--- config.mk ---
export PLATFORM = sky130hd
export DESIGN_NAME = aurora_tx_arbiter
export DESIGN_NICKNAME = d
export VERILOG_FILES = /design/src/rtl/aurora_tx_arbiter_pkg.sv /design/src/rtl/aurora_tx_arbiter_rr_pick.sv /design/src/rtl/aurora_tx_arbiter.sv
export SDC_FILE = /design/constraint.sdc
export NUM_CORES = 1
export LEC_CHECK = 0
export BUFFER_PORTS_ARGS = -buffer_cell sky130_fd_sc_hd__buf_2
export CAP_MARGIN = 20
export CELL_PAD_IN_SITES_DETAIL_PLACEMENT = 1
export CELL_PAD_IN_SITES_GLOBAL_PLACEMENT = 1
export CORE_UTILIZATION = 29
export DETAILED_ROUTE_END_ITERATION = 6
export PLACE_DENSITY = 0.91
export SYNTH_ARGS = -nofsm -noshare
export SYNTH_HDL_FRONTEND = slang
export SYNTH_SLANG_ARGS = --single-unit
--- constraint.sdc ---
create_clock -name i_user_clk -period 2.1 [get_ports i_user_clk]
set_input_delay 0.105 -clock i_user_clk [delete_from_list [all_inputs] [get_ports i_user_clk]]
set_output_delay 0.105 -clock i_user_clk [all_outputs]
set_load 0.02 [all_outputs]
--- src/rtl/aurora_tx_arbiter_pkg.sv ---
// Shared types and constants for the Aurora TX arbiter and its round-robin picker.
// Defines the arbiter state encoding, the fixed lane data/keep widths and the drop counter width.
package aurora_tx_arb_pkg;

    localparam int DATA_W = 16;
    localparam int KEEP_W = DATA_W / 8;
    localparam int DROP_W = 16;

    typedef enum logic [1:0] {
        IDLE  = 2'd0,
        SEND  = 2'd1,
        FLUSH = 2'd2
    } arb_state_t;

endpackage

--- src/rtl/aurora_tx_arbiter_rr_pick.sv ---
// Combinational round-robin priority picker: returns the first asserted request
// strictly after i_last (with wrap), so the previous winner has lowest priority.
module rr_pick #(
    parameter int NUM_SRC = 4,
    parameter int IDX_W   = 2
) (
    input  logic [NUM_SRC-1:0] i_req,
    input  logic [IDX_W-1:0]   i_last,
    output logic [IDX_W-1:0]   o_idx,
    output logic               o_found
);

    // Scan from the farthest candidate to the nearest so the nearest one wins.
    always_comb begin
        logic [IDX_W-1:0] cand;
        cand    = '0;
        o_idx   = '0;
        o_found = 1'b0;
        for (int k = NUM_SRC; k >= 1; k--) begin
            cand = IDX_W'((int'(i_last) + k) % NUM_SRC);
            if (i_req[cand]) begin
                o_idx   = cand;
                o_found = 1'b1;
            end
        end
    end

endmodule

--- src/rtl/aurora_tx_arbiter.sv ---
// Frame-granular round-robin arbiter sharing one Aurora 16-bit AXI4-Stream TX port.
// Optional stall watchdog enabled by defining AURORA_TX_ARB_WDOG_EN (adds o_wdog_trip).
module aurora_tx_arbiter
    import aurora_tx_arb_pkg::*;
#(
    parameter int NUM_SRC = 4,
    parameter int IDX_W   = 2
) (
    input  logic                       i_user_clk,
    input  logic                       i_reset,
    input  logic                       i_channel_up,
    input  logic [NUM_SRC*DATA_W-1:0]  i_s_tdata,
    input  logic [NUM_SRC-1:0]         i_s_tvalid,
    input  logic [NUM_SRC*KEEP_W-1:0]  i_s_tkeep,
    input  logic [NUM_SRC-1:0]         i_s_tlast,
    output logic [NUM_SRC-1:0]         o_s_tready,
    output logic [DATA_W-1:0]          o_m_tdata,
    output logic                       o_m_tvalid,
    output logic [KEEP_W-1:0]          o_m_tkeep,
    output logic                       o_m_tlast,
    input  logic                       i_m_tready,
    output logic                       o_grant_valid,
    output logic [IDX_W-1:0]           o_grant_idx,
    output logic [DROP_W-1:0]          o_drop_cnt
`ifdef AURORA_TX_ARB_WDOG_EN
    ,
    output logic                       o_wdog_trip
`endif
);

    arb_state_t         r_state;
    arb_state_t         w_next_state;
    logic [IDX_W-1:0]   r_grant_idx;
    logic [IDX_W-1:0]   r_last_grant;
    logic [DROP_W-1:0]  r_drop_cnt;

    logic [IDX_W-1:0]   w_pick_idx;
    logic               w_pick_found;
    logic               w_grant_load;
    logic               w_last_load;
    logic               w_drop_inc;
    logic               w_sel_valid;
    logic               w_sel_last;

`ifdef AURORA_TX_ARB_WDOG_EN
    logic [15:0]        r_stall_cnt;
    logic               r_wdog_trip;
    logic               w_wdog_hit;
`endif

    rr_pick #(
        .NUM_SRC (NUM_SRC),
        .IDX_W   (IDX_W)
    ) u_rr_pick (
        .i_req   (i_s_tvalid),
        .i_last  (r_last_grant),
        .o_idx   (w_pick_idx),
        .o_found (w_pick_found)
    );

    // Zero-latency data path: the granted slice is steered straight to the core.
    assign w_sel_valid   = i_s_tvalid[r_grant_idx];
    assign w_sel_last    = i_s_tlast[r_grant_idx];
    assign o_m_tdata     = i_s_tdata[int'(r_grant_idx)*DATA_W +: DATA_W];
    assign o_m_tkeep     = i_s_tkeep[int'(r_grant_idx)*KEEP_W +: KEEP_W];
    assign o_m_tlast     = w_sel_last;
    assign o_grant_valid = (r_state != IDLE);
    assign o_grant_idx   = r_grant_idx;
    assign o_drop_cnt    = r_drop_cnt;

    always_comb begin
        w_next_state = r_state;
        o_m_tvalid   = 1'b0;
        o_s_tready   = '0;
        w_grant_load = 1'b0;
        w_last_load  = 1'b0;
        w_drop_inc   = 1'b0;
`ifdef AURORA_TX_ARB_WDOG_EN
        w_wdog_hit   = 1'b0;
`endif
        case (r_state)
            IDLE: begin
                if (i_channel_up && w_pick_found) begin
                    w_grant_load = 1'b1;
                    w_next_state = SEND;
                end
            end
            SEND: begin
                o_m_tvalid              = w_sel_valid;
                o_s_tready[r_grant_idx] = i_m_tready;
                // A completed tlast handshake wins over a coincident channel drop.
                if (w_sel_valid && i_m_tready && w_sel_last) begin
                    w_last_load  = 1'b1;
                    w_next_state = IDLE;
                end else if (!i_channel_up) begin
                    o_m_tvalid   = 1'b0;
                    w_next_state = FLUSH;
                end
`ifdef AURORA_TX_ARB_WDOG_EN
                else if (r_stall_cnt == 16'hFFFF) begin
                    o_m_tvalid   = 1'b0;
                    w_wdog_hit   = 1'b1;
                    w_next_state = FLUSH;
                end
`endif
            end
            FLUSH: begin
                o_s_tready[r_grant_idx] = 1'b1;
                if (w_sel_valid && w_sel_last) begin
                    w_drop_inc   = 1'b1;
                    w_last_load  = 1'b1;
                    w_next_state = IDLE;
                end
            end
            default: w_next_state = IDLE;
        endcase
    end

    always_ff @(posedge i_user_clk or posedge i_reset) begin
        if (i_reset) begin
            r_state      <= IDLE;
            r_grant_idx  <= '0;
            r_last_grant <= IDX_W'(NUM_SRC - 1);
            r_drop_cnt   <= '0;
        end else begin
            r_state <= w_next_state;
            if (w_grant_load) r_grant_idx <= w_pick_idx;
            if (w_last_load) r_last_grant <= r_grant_idx;
            if (w_drop_inc && (r_drop_cnt != {DROP_W{1'b1}})) r_drop_cnt <= r_drop_cnt + 1'b1;
        end
    end

`ifdef AURORA_TX_ARB_WDOG_EN
    // Stall counter only runs while granted; any handshake or leaving SEND clears it.
    always_ff @(posedge i_user_clk or posedge i_reset) begin
        if (i_reset) begin
            r_stall_cnt <= '0;
            r_wdog_trip <= 1'b0;
        end else begin
            r_wdog_trip <= w_wdog_hit;
            if ((r_state != SEND) || (o_m_tvalid && i_m_tready)) begin
                r_stall_cnt <= '0;
            end else if (!o_m_tvalid && (r_stall_cnt != 16'hFFFF)) begin
                r_stall_cnt <= r_stall_cnt + 16'd1;
            end
        end
    end

    assign o_wdog_trip = r_wdog_trip;
`endif

endmodule

==> summary.txt, run 1 <==
Timing
  – Slew HR: 0.432
  – PnR worst setup slack: 0.0952 ns
  – Clock skew: ~0.0016 ns
  – Fin crit share: 0.955
  – Final hold violations: 0
  – Worst-margin pin slew: 0.851 ns
  – Fin crit period: 2.00 ns
  – Max Freq: roughly 500 MHz
  – Worst hold margin: approximately 0.0019 ns
  – Max-slew violation count: 0
  – Setup TNS: 0 ns
  – Final-report setup violation count: 0

CTS
  – CTS max path bufs: 2
  – Clock Sink Count: 22
  – CTS buffer count: 3
  – CTS Hold Buffers Added: 0
  – CTS tree: done
  – Clock Root Buffer: clkbuf_8
  – Worst skew pair latency: approximately 0.26 ns
  – Clk slew on worst S/H paths: around 0.08 ns
  – Htree depth: 1

Drt
  – Iteration-0 DRC Markers: 44
  – DRT Pass-1 Iters: 4
  – Post-Route WL: just under 6000 microns
  – Number of remaining DRC errors: 0
  – Vias: about 1800
  – Via/cell ratio: 5.09
  – Routed Antenna Nets: 0
  – DR WL/cell: about 17 microns

Logic synthesis
  – Largest family of logic cells by synthesized area: multiplexers
  – Most instantiated cells after synthesis: dfrtp_1 (20), mux4_2 (18), xnor2_1 (13), nand2_1 (12), and3_1 (8)
  – Compound-Gate Fraction of Synth Area: 0.0696
  – Post-synth EDFFs: 0
  – Ys Warns: 0
  – Syn Nets: roughly 230
  – Synthesized flop and latch total: 22
  – Count leader, synth: dfrtp_1
  – Largest area contributor in the netlist: dfrtp_1
  – Area fraction in and, or, nand and nor cells after synthesis: 0.159
  – Mapped Cells: around 140
  – Post-synthesis mux area share: 0.305
  – Post-synth top flop: dfrtp_1
  – Post-Syn Area: between 1500 and 2000 sq um
  – Post-synth top area share: 0.293
  – Xor and xnor area share after synthesis: 0.0718
  – Post-Synth Adder-Cell Area: 0.0293
  – Sequential area share after synthesis: 0.324
  – Syn Area/Cell: 11.9 sq um
  – Async set-reset flop share out of synthesis: 1.00
  – Dominant cells by area after synthesis: dfrtp_1 (29%), mux4_2 (24%), xnor2_1 (6.7%)
  – Yosys cell types: 37

Final layout
  – Post-layout util: 0.450
  – Fraction of layout cells with a size suffix above 1: 0.615
  – Layout area overhead: 47.8%
  – ANT cells: 0
  – Finished Cell Area: 2520 sq um
  – Footprint of the multi-input gates: 1080 sq um
  – Fin cells: 350
  – Storage cell area: about 550 sq um
  – Nets: approximately 370
  – Fillcell total: between 600 and 700

Placement
  – Placed cell count: approximately 340
  – GPL Wtd Cong: slightly below 0.8
  – Pre-CTS setup slack: around 0.12 ns
  – Number of I/O port buffers: approximately 130
  – Area after DPL: 2440 sq um
  – Detail Placement HPWL: just under 5000 microns

Hold path
  – Hold WC Path Type: in -> async

Status
  – Status: finished clean

Global routing
  – Pin count of the biggest net entering global routing: 23
  – Gr usage total: 0.184
  – Vias in the first global route: 1820
  – Global route overflow: 0
  – Initial antenna violation count: 0
  – Global-route wire length before repair: around 8900 microns

Critical path
  – Startpoint class of the critical path: register
  – Crit-path max FO: 8
  – Worst path arrival time: between 2 and 2.5 ns
  – CP endpoint kind: register
  – Critical path class: reg -> reg
  – CP required: between 2 and 2.5 ns

Flow run
  – Max-cap violations: 0

Die
  – Area of the core: approximately 5600 sq um
  – Row cnt: 27
  – I/O Pins: between 100 and 150
  – Initial Utilization: 0.305
  – Die Y: between 70 and 80 microns
  – Die area: roughly 6200 sq um
  – Die Width: 78.7 microns

Power
  – Pwr dens: around 1100 nW/um^2
  – Tot Pwr: about 2.7 mW
  – Leakage: approximately 1.3 nW
  – Peak VDD IR: 0.509 mV
[report_power, final]
| part | leakage [nW] | total [mW] | internal, mW | switching [mW] |
|---|---|---|---|---|
| clock | 0.0228 | 0.275 | 0.135 | 0.139 |
| sequential | 0.290 | 0.591 | 0.515 | 0.0758 |
| combinational | 1.01 | 1.82 | 0.821 | 0.997 |
[what timing repair did]
action	in CTS	in global routing
setup buffers	0	4
setup endpoints to repair	0	4
resized for setup	0	1
[cell usage in the layout, fill, tap and decap left out, types with 5 or more instances in the layout]
master | netlist | final
nand4_1 | 5 | 5
and3_1 | 8 | 8
nor2_1 | 5 | 5
mux4_2 | 18 | 18
buf_4 | 0 | 11
nand2_1 | 12 | 12
xnor2_1 | 13 | 13
inv_1 | 7 | 7
buf_2 | 2 | 126
a21oi_1 | 5 | 5
dfrtp_1 | 20 | 20
[flip-flops by register name, indices dropped and copies added (netlist names)]
name,count
o_drop_cnt,16
o_grant_idx,2
r_last_grant,2
r_state,2
[routing by layer]
| layer | global-route usage | part of all wire | up-vias | wire (microns) |
|---|---|---|---|---|
| met5 | 0 | 0 | - | 0 |
| met4 | 0.0519 | 0.019 | 0 | 108 |
| met3 | 0.0448 | 0.085 | 10 | 493 |
| met2 | 0.373 | 0.57 | 82 | 3330 |
| met1 | 0.180 | 0.32 | 871 | 1890 |
| li1 | - | - | 819 | - |
[cell families (layout without fill, tap and decap cells)]
logic type,count (synthesis),after routing
AO/OA/AOI/OAI,17,17
adder cells (fa/ha/maj),4,4
buffers and inverters,14,149
XOR/XNOR,14,14
flip-flops,22,22
multiplexers,26,26
AND/OR/NAND/NOR,46,46
[layout make-up]
cell class / instances / share of cell area
multi-input cells: 107 / 0.430
well taps: 72 / 0.0357
flip-flops and latches: 22 / 0.219
inverters: 7 / 0.0104
clock buffers: 4 / 0.0178
repair buffers: 138 / 0.287
[critical path, stage by stage (launching register included)]
cell and delay [ns]:
dfrtp_1 0.39, ha_1 0.26, and2_1 0.18, and4_1 0.24, a31oi_4 0.34, buf_4 0.17
mux2_2 0.31
[worst paths after layout]
| check | from | end | slack [ns] | cells after the start |
|---|---|---|---|---|
| min in group i_user_clk | i_s_tvalid[2] | o_grant_idx[1] | 0.18 | 3 |
| max | o_drop_cnt[0] | o_drop_cnt[1] | 0.1 | 6 |
| max reg2reg | o_drop_cnt[0] | o_drop_cnt[1] | 0.1 | 6 |
| min | i_reset | o_drop_cnt[7] | 0.002 | 2 |
| min reg2reg | o_drop_cnt[9] | o_drop_cnt[9] | 0.51 | 1 |
| max in group asynchronous | i_reset | o_drop_cnt[3] | 1.57 | 2 |
Power figures use the tool's default switching activity.
==> inputs of run 2 (changes only) <==
--- a/config.mk
+++ b/config.mk
@@ -5,13 +5,15 @@
 export SDC_FILE = /design/constraint.sdc
 export NUM_CORES = 1
 export LEC_CHECK = 0
+export ABC_AREA = 1
 export BUFFER_PORTS_ARGS = -buffer_cell sky130_fd_sc_hd__buf_2
 export CAP_MARGIN = 20
 export CELL_PAD_IN_SITES_DETAIL_PLACEMENT = 1
 export CELL_PAD_IN_SITES_GLOBAL_PLACEMENT = 1
-export CORE_UTILIZATION = 29
+export CORE_UTILIZATION = 28
+export CTS_BUF_LIST = sky130_fd_sc_hd__clkbuf_2
 export DETAILED_ROUTE_END_ITERATION = 6
-export PLACE_DENSITY = 0.91
+export PLACE_DENSITY = 0.92
 export SYNTH_ARGS = -nofsm -noshare
 export SYNTH_HDL_FRONTEND = slang
 export SYNTH_SLANG_ARGS = --single-unit
==> run 2 against run 1 <==
  * Sequential share of layout area decreased by 2.1 points
  * Hold slack improved by 0.13 ns
  * Critical endpoint is now o_m_tdata[1]
  * Die area is 22% higher
  * Clock power down 37%
==> summary.txt, run 2 <==
Drt
  – DR WL/cell: 14.1 microns (-15%)
  – Number of remaining DRC errors: 0 (unchanged)
  – Iteration-0 DRC Markers: 74 (+68%)
  – Met2 wire length: 4100 microns (+23%)
  – Met1 wire length: 2970 microns (+57%)
  – Vias: 2670 (+50%)
  – Via/cell ratio: 4.91 (-3.6%)
  – DR top layer: met4
  – Routed Antenna Nets: 0 (unchanged)
  – Post-Route WL: 7690 microns (+32%)
  – DRT Pass-1 Iters: 4 (unchanged)
  – Met3 routed WL: 468 microns (-5.1%)

CTS
  – Clock Root Buffer: clkbuf_2
  – CTS max path bufs: 2 (unchanged)
  – Clock Sink Count: 22 (unchanged)
  – CTS buffer count: 3 (unchanged)
  – Clk slew on worst S/H paths: 0.20 ns (+0.12 ns)
  – Htree depth: 1 (unchanged)
  – Worst skew pair latency: 0.34 ns (+0.08 ns)
  – CTS tree: done

Critical path
  – WP buf/inv: 4 (+3)
  – Critical path class: reg -> out
  – Worst path arrival time: 1.88 ns (-0.28 ns)
  – Startpoint class of the critical path: register
  – CP max stage cell: dfrtp_2
  – CP required: 2.00 ns (-0.26 ns)
  – CP peak stage delay: 0.53 ns (+0.14 ns)
  – Crit path max-delay family: buffers and inverters
  – CP endpoint kind: output pin
  – Crit-path max FO: 21 (+13)
  – Worst-path cell chain: buf_12 > nand2_1 > clkinv_1 > buf_6 > a22oi_1 > nand3_1 > buf_2

Logic synthesis
  – Largest area contributor in the netlist: dfrtp_1
  – Post-synth top flop: dfrtp_1
  – Post-synth EDFFs: 0 (unchanged)
  – Post-Syn Area: 2020 sq um (+18%)
  – Syn Nets: 413 (+79%)
  – Most instantiated cells after synthesis: nand2_1 (117), nand3_1 (65), inv_1 (26), dfrtp_1 (20), a22oi_1 (18)
  – Ys Warns: 0 (unchanged)
  – Async set-reset flop share out of synthesis: 1.00 (unchanged)
  – Dominant cells by area after synthesis: dfrtp_1 (25%), nand2_1 (22%), nand3_1 (16%)
  – Yosys cell types: 29 (-22%)
  – Syn Area/Cell: 6.21 sq um (-48%)
  – Post-synth top area share: 0.248 (-0.0449)
  – Sequential area share after synthesis: 0.274 (-0.0496)
  – Mapped Cells: 325 (+130%)
  – Count leader, synth: nand2_1
  – Synthesized flop and latch total: 22 (unchanged)

Final layout
  – Post-layout util: 0.407 (-0.0435)
  – Fraction of layout cells with a size suffix above 1: 0.330 (-0.285)
  – Layout area overhead: 38.5%
  – ANT cells: 0 (unchanged)
  – Fillcell total: 976 (+44%)
  – Most common cell after layout, fill and taps aside: buf_2
  – Max reg flops: 16 (unchanged)
  – Nets: 537 (+46%)
  – Most frequent cells in the layout: buf_2 (126), nand2_1 (117), nand3_1 (65), inv_1 (25), dfrtp_1 (19)
  – Finished Cell Area: 2790 sq um (+11%)

Global routing
  – Initial antenna violation count: 0 (unchanged)
  – Vias in the first global route: 2660 (+46%)
  – Global route overflow: 0 (unchanged)
  – Gr usage total: 0.198 (+0.0138)
  – Pin count of the biggest net entering global routing: 26 (+13%)
  – Global-route wire length before repair: 11900 microns (+34%)

Placement
  – GPL Wtd Cong: 0.878 (+13%)
  – Number of I/O port buffers: 126 (unchanged)
  – Detail Placement HPWL: 6300 microns (+29%)
  – Area after DPL: 2730 sq um (+12%)

Timing
  – RSZ-0062 raised after global routing: false
  – Setup TNS: 0 ns (unchanged)
  – Clock skew: 0.00289 ns (+0.00131 ns)
  – Worst hold margin: 0.132 ns (+0.130 ns)
  – Worst-margin pin slew: 0.832 ns (-0.0192 ns)
  – Final-report setup violation count: 0 (unchanged)
  – Max-slew violation count: 0 (unchanged)
  – Final hold violations: 0 (unchanged)
  – Slew HR: 0.445 (+0.0128)
  – Fin crit share: 0.947 (-0.00736)
  – Max Freq: 503 MHz (+0.78%)
  – Fin crit period: 1.99 ns (-0.0155 ns)

Die
  – Row cnt: 30 (+11%)
  – I/O Pins: 127 (unchanged)
  – Die Y: 86.9 microns (+10%)
  – Die area: 7550 sq um (+22%)
  – Area of the core: 6870 sq um (+22%)
  – Initial Utilization: 0.294 (-0.0109)
  – Die Width: 86.9 microns (+10%)

Power
  – Leakage: 1.54 nW (+17%)
  – Pwr dens: 1270 nW/um^2 (+20%)
  – Peak VDD IR: 0.800 mV (+57%)
  – Tot Pwr: 3.55 mW (+32%)

Hold path
  – Hold WC Path Type: in -> reg

Flow run
  – Max-cap violations: 0 (unchanged)

Status
  – Status: finished clean
==> run 2: cell count changes in the layout (fill, tap and decap cells not counted), moves of 4 or more <==
cell	before	now
nor2_1	5	14
buf_4	11	4
mux4_2	18	0
and3_1	8	0
nand2_1	12	117
and2_1	4	0
nand3_1	3	65
a22oi_1	0	17
xnor2_1	13	6
nand2_2	0	4
nor3_1	0	7
inv_1	7	25
a21oi_1	5	1
==> run 2: cell type report <==
cell class,count,area [sq um],area share
Clock buffer,3,15.0,0.00538
Clock inverter,1,3.75,0.00134
Inverter,30,123,0.0439
Multi-Input combinational cell,259,1270,0.457
Sequential cell,22,554,0.198
Tap cell,96,120,0.0430
Timing Repair Buffer,133,702,0.251
==> run 2: worst paths after layout <==
path / startpoint / endpoint / slack, ns / cells after the start
setup / recovery: o_grant_idx[0] / o_m_tdata[1] / 0.11 / 7
hold / removal: i_channel_up / r_state[1] / 0.13 / 5
max in group asynchronous: i_reset / o_grant_idx[0] / 1.10 / 3
min in group asynchronous: i_reset / o_drop_cnt[15] / 0.44 / 3
hold reg to reg: r_last_grant[1] / r_last_grant[1] / 0.54 / 2
setup reg to reg: o_grant_idx[0] / o_drop_cnt[6] / 0.22 / 12
==> run 2: what timing repair did <==
action                                 4_1_cts  5_1_grt
gates resized for setup                      2        7
hold buffers                                 1        0
setup endpoints to repair                    2       19
setup buffers                                0        1
endpoints found under the hold margin       20        0
==> run 2: cells by family after synthesis <==
kind of cell / count (synthesis) / share of synthesized area
and+or+nand+nor: 214 / 0.460
buffers and inverters: 44 / 0.0962
AOI/OAI and AO/OA: 31 / 0.102
DFF: 22 / 0.274
xor gates and xnor gates: 10 / 0.0434
adders and majority gates: 4 / 0.0248
==> run 2: stage by stage <==
stage	instances	setup slack (ns)
global route	544	0.00265
global placement	538	0.347
finish	544	0.111
floorplan	325	0.401
detailed placement	538	0.194
CTS	543	0.0164
==> run 2: worst reg2reg max path, stage by stage, from the launching register on <==
cell and delay (ns):
dfrtp_2 0.53, inv_8 0.16, nand2_1 0.08, nand2_1 0.07, nand2_1 0.06, nand2_2 0.10
nand2_2 0.07, nor2_2 0.10, nand2_2 0.18, inv_4 0.24, nand2_1 0.09, nand2_1 0.08
nand2_1 0.04
==> run 2: metal layers <==
layer  global-route usage  vias up
met2                0.392       97
met3               0.0294       16
li1                     -     1317
met5                    0        -
met4               0.0606        0
met1                0.212     1240
==> run 2: where the power goes <==
| part | switching, mW | total, mW | internal (mW) |
|---|---|---|---|
| logic | 1.76 | 2.67 | 0.909 |
| clock network | 0.133 | 0.174 | 0.0414 |
| registers | 0.150 | 0.711 | 0.561 |
==> inputs of run 3 (changes only) <==
--- a/config.mk
+++ b/config.mk
@@ -14,6 +14,7 @@
 export CTS_BUF_LIST = sky130_fd_sc_hd__clkbuf_2
 export DETAILED_ROUTE_END_ITERATION = 6
 export PLACE_DENSITY = 0.92
+export SETUP_SLACK_MARGIN = 0.5
 export SYNTH_ARGS = -nofsm -noshare
 export SYNTH_HDL_FRONTEND = slang
 export SYNTH_SLANG_ARGS = --single-unit
==> run 3 against run 2 <==
  * Clock power increased by 19%
  * Core utilization rose by 12 points
  * Hold slack lost 0.074 ns
  * Non-clock buffer count up 25
  * Maximum frequency grew 0.92%
  * Highest routed layer unchanged
==> summary.txt, run 3 (same netlist as run 2, synthesis figures left out) <==
Status
  – Status: finished clean

Global routing
  – Initial antenna violation count: 0 (unchanged)
  – Gr usage total: 0.242 (+0.0447)
  – Pin count of the biggest net entering global routing: 38 (+46%)
  – Global-route wire length before repair: 14400 microns (+21%)
  – Global route overflow: 0 (unchanged)
  – Vias in the first global route: 2945 (+11%)

Critical path
  – Crit path max-delay family: simple AND/OR/NAND/NOR gates
  – Startpoint class of the critical path: register
  – CP most frequent cell: nand2_1
  – WP buf/inv: 3 (-1)
  – Worst path arrival time: 2.29 ns (+0.41 ns)
  – Critical path class: reg -> reg
  – CP endpoint kind: register
  – CP peak stage delay: 0.53 ns (about the same)
  – CP required: 2.42 ns (+0.42 ns)
  – Crit-path max FO: 7 (-67%)
  – CP max stage cell: dfrtp_2
  – Worst-path cell chain: buf_12 > nand2_1 > nand2_1 > nand2_2 > nand2_4 > buf_6 > nand2_4 > nor2_4 > nand2_4 > inv_8 > nand2_2 > nand2_1 > nand2_1

Placement
  – GPL Wtd Cong: 0.801 (-8.8%)
  – Detail Placement HPWL: 6090 microns (-3.3%)
  – Pre-CTS setup slack: 0.124 ns (-0.0703 ns)
  – Number of I/O port buffers: 126 (unchanged)

Die
  – Initial Utilization: 0.294 (unchanged)
  – Die Y: 86.9 microns (unchanged)
  – I/O Pins: 127 (unchanged)
  – Die Width: 86.9 microns (unchanged)
  – Die area: 7550 sq um (unchanged)
  – Area of the core: 6870 sq um (unchanged)
  – Row cnt: 30 (unchanged)

Final layout
  – Layout area overhead: 79.1%
  – ANT cells: 0 (unchanged)
  – Nets: 568 (+5.8%)
  – Fillcell total: 886 (-9.2%)
  – Footprint of the multi-input gates: 1720 sq um (+35%)
  – Fraction of layout cells with a size suffix above 1: 0.591 (+0.260)
  – Most frequent cells in the layout: buf_2 (111), nand2_1 (68), nand3_1 (58), nand2_2 (37), buf_4 (26)
  – Most common cell after layout, fill and taps aside: buf_2
  – Storage cell area: 561 sq um (+1.1%)
  – Max reg flops: 16 (unchanged)

Timing
  – Max-slew violation count: 0 (unchanged)
  – Max Freq: 507 MHz (+0.92%)
  – RSZ-0062 raised after global routing: true
  – PnR worst setup slack: 0.129 ns (+0.0181 ns)
  – Worst-margin pin slew: 0.877 ns (+0.0448 ns)
  – Slew HR: 0.415 (-0.0299)
  – Fin crit share: 0.939 (-0.00863)
  – Worst hold margin: 0.0582 ns (-0.0741 ns)
  – Fin crit period: 1.97 ns (-0.0181 ns)
  – Setup TNS: 0 ns (unchanged)
  – Clock skew: 0.0309 ns (+0.0280 ns)
  – Final-report setup violation count: 0 (unchanged)
  – Final hold violations: 0 (unchanged)

Power
  – Leakage: 1.84 nW (+20%)
  – Tot Pwr: 5.12 mW (+44%)
  – Pwr dens: 1420 nW/um^2 (+11%)
  – Peak VDD IR: 0.692 mV (-13%)

Drt
  – DRT Pass-1 Iters: 4 (unchanged)
  – Routed Antenna Nets: 0 (unchanged)
  – Number of remaining DRC errors: 0 (unchanged)
  – Via/cell ratio: 5.28 (+7.5%)
  – Iteration-0 DRC Markers: 96 (+30%)
  – Vias: 3034 (+14%)
  – Post-Route WL: 10900 microns (+42%)
  – DR WL/cell: 19.0 microns (+35%)

CTS
  – CTS max path bufs: 2 (unchanged)
  – Worst skew pair latency: 0.42 ns (+0.08 ns)
  – Clock Sink Count: 22 (unchanged)
  – Clk slew on worst S/H paths: 0.27 ns (+0.07 ns)
  – CTS buffer count: 3 (unchanged)
  – Htree depth: 1 (unchanged)
  – Clock Root Buffer: clkbuf_2
  – CTS tree: done

Hold path
  – Hold WC Path Type: in -> reg

Flow run
  – Max-cap violations: 0 (unchanged)
[run 3: cell types whose count changed in the layout (fill, tap and decap cells not counted), moves of 9 or more]
cell     previous run  this run
a22oi_2             1        16
buf_6               1        19
nand2_1           117        68
buf_2             126       111
inv_1              25        16
nand2_2             4        37
nand2_4             0        16
a22oi_1            17         2
buf_4               4        26
[run 3: cell type report]
cell class / instances / area share
timing repair buffer: 158 / 0.275
sequential: 22 / 0.155
clock inverter: 1 / 0.00104
timing repair inverter: 5 / 0.0107
inverter: 30 / 0.0450
tap: 96 / 0.0333
multi-input combinational: 260 / 0.475
clock buffer: 3 / 0.00416
[run 3: timing repair]
action / 4_1_cts / 5_1_grt
endpoints found under the hold margin: 20 / 0
buffers inserted: 18 / 11
resized for setup: 56 / 128
pin swaps: 12 / 37
gates cloned: 5 / 1
hold buffers: 1 / 0
setup endpoints to repair: 43 / 47
[run 3: metal layers]
metal  wire (microns)  share of wire  track usage
met2             5820           0.53        0.491
met3              722          0.066       0.0265
met4              543          0.050       0.0773
met5                0              0            0
met1             3860           0.35        0.256
[run 3: power by group]
part | internal [mW] | leakage [nW] | switching, mW
sequential | 0.568 | 0.274 | 0.186
combinational | 1.64 | 1.55 | 2.53
clock | 0.0411 | 0.0140 | 0.166
[run 3: path summary, 6_finish.rpt]
check                                from  depth (start not counted)  slack, ns             to
max                        o_grant_idx[0]                         13       0.13  o_drop_cnt[6]
max reg2reg                o_grant_idx[0]                         13       0.13  o_drop_cnt[6]
max in group asynchronous         i_reset                          3       1.16  o_drop_cnt[0]
min in group asynchronous         i_reset                          3       0.36  o_drop_cnt[8]
min reg2reg                 o_drop_cnt[0]                          1       0.53  o_drop_cnt[0]
min                          i_channel_up                          5       0.06     r_state[0]
[run 3: tightest hold or removal path, cell delays in order]
cell and delay [ns]:
buf_2 0.14, nand3_2 0.10, nand2_2 0.04, nand2_1 0.05, nand2_1 0.05
[run 3: through the flow]
step                 util  instance area [sq um]  cells
floorplan               -                   2020    325
global placement    0.395                   2710    535
detailed placement  0.395                   2710    535
CTS                 0.453                   3110    563
global route        0.526                   3610    575
finish              0.526                   3610    575
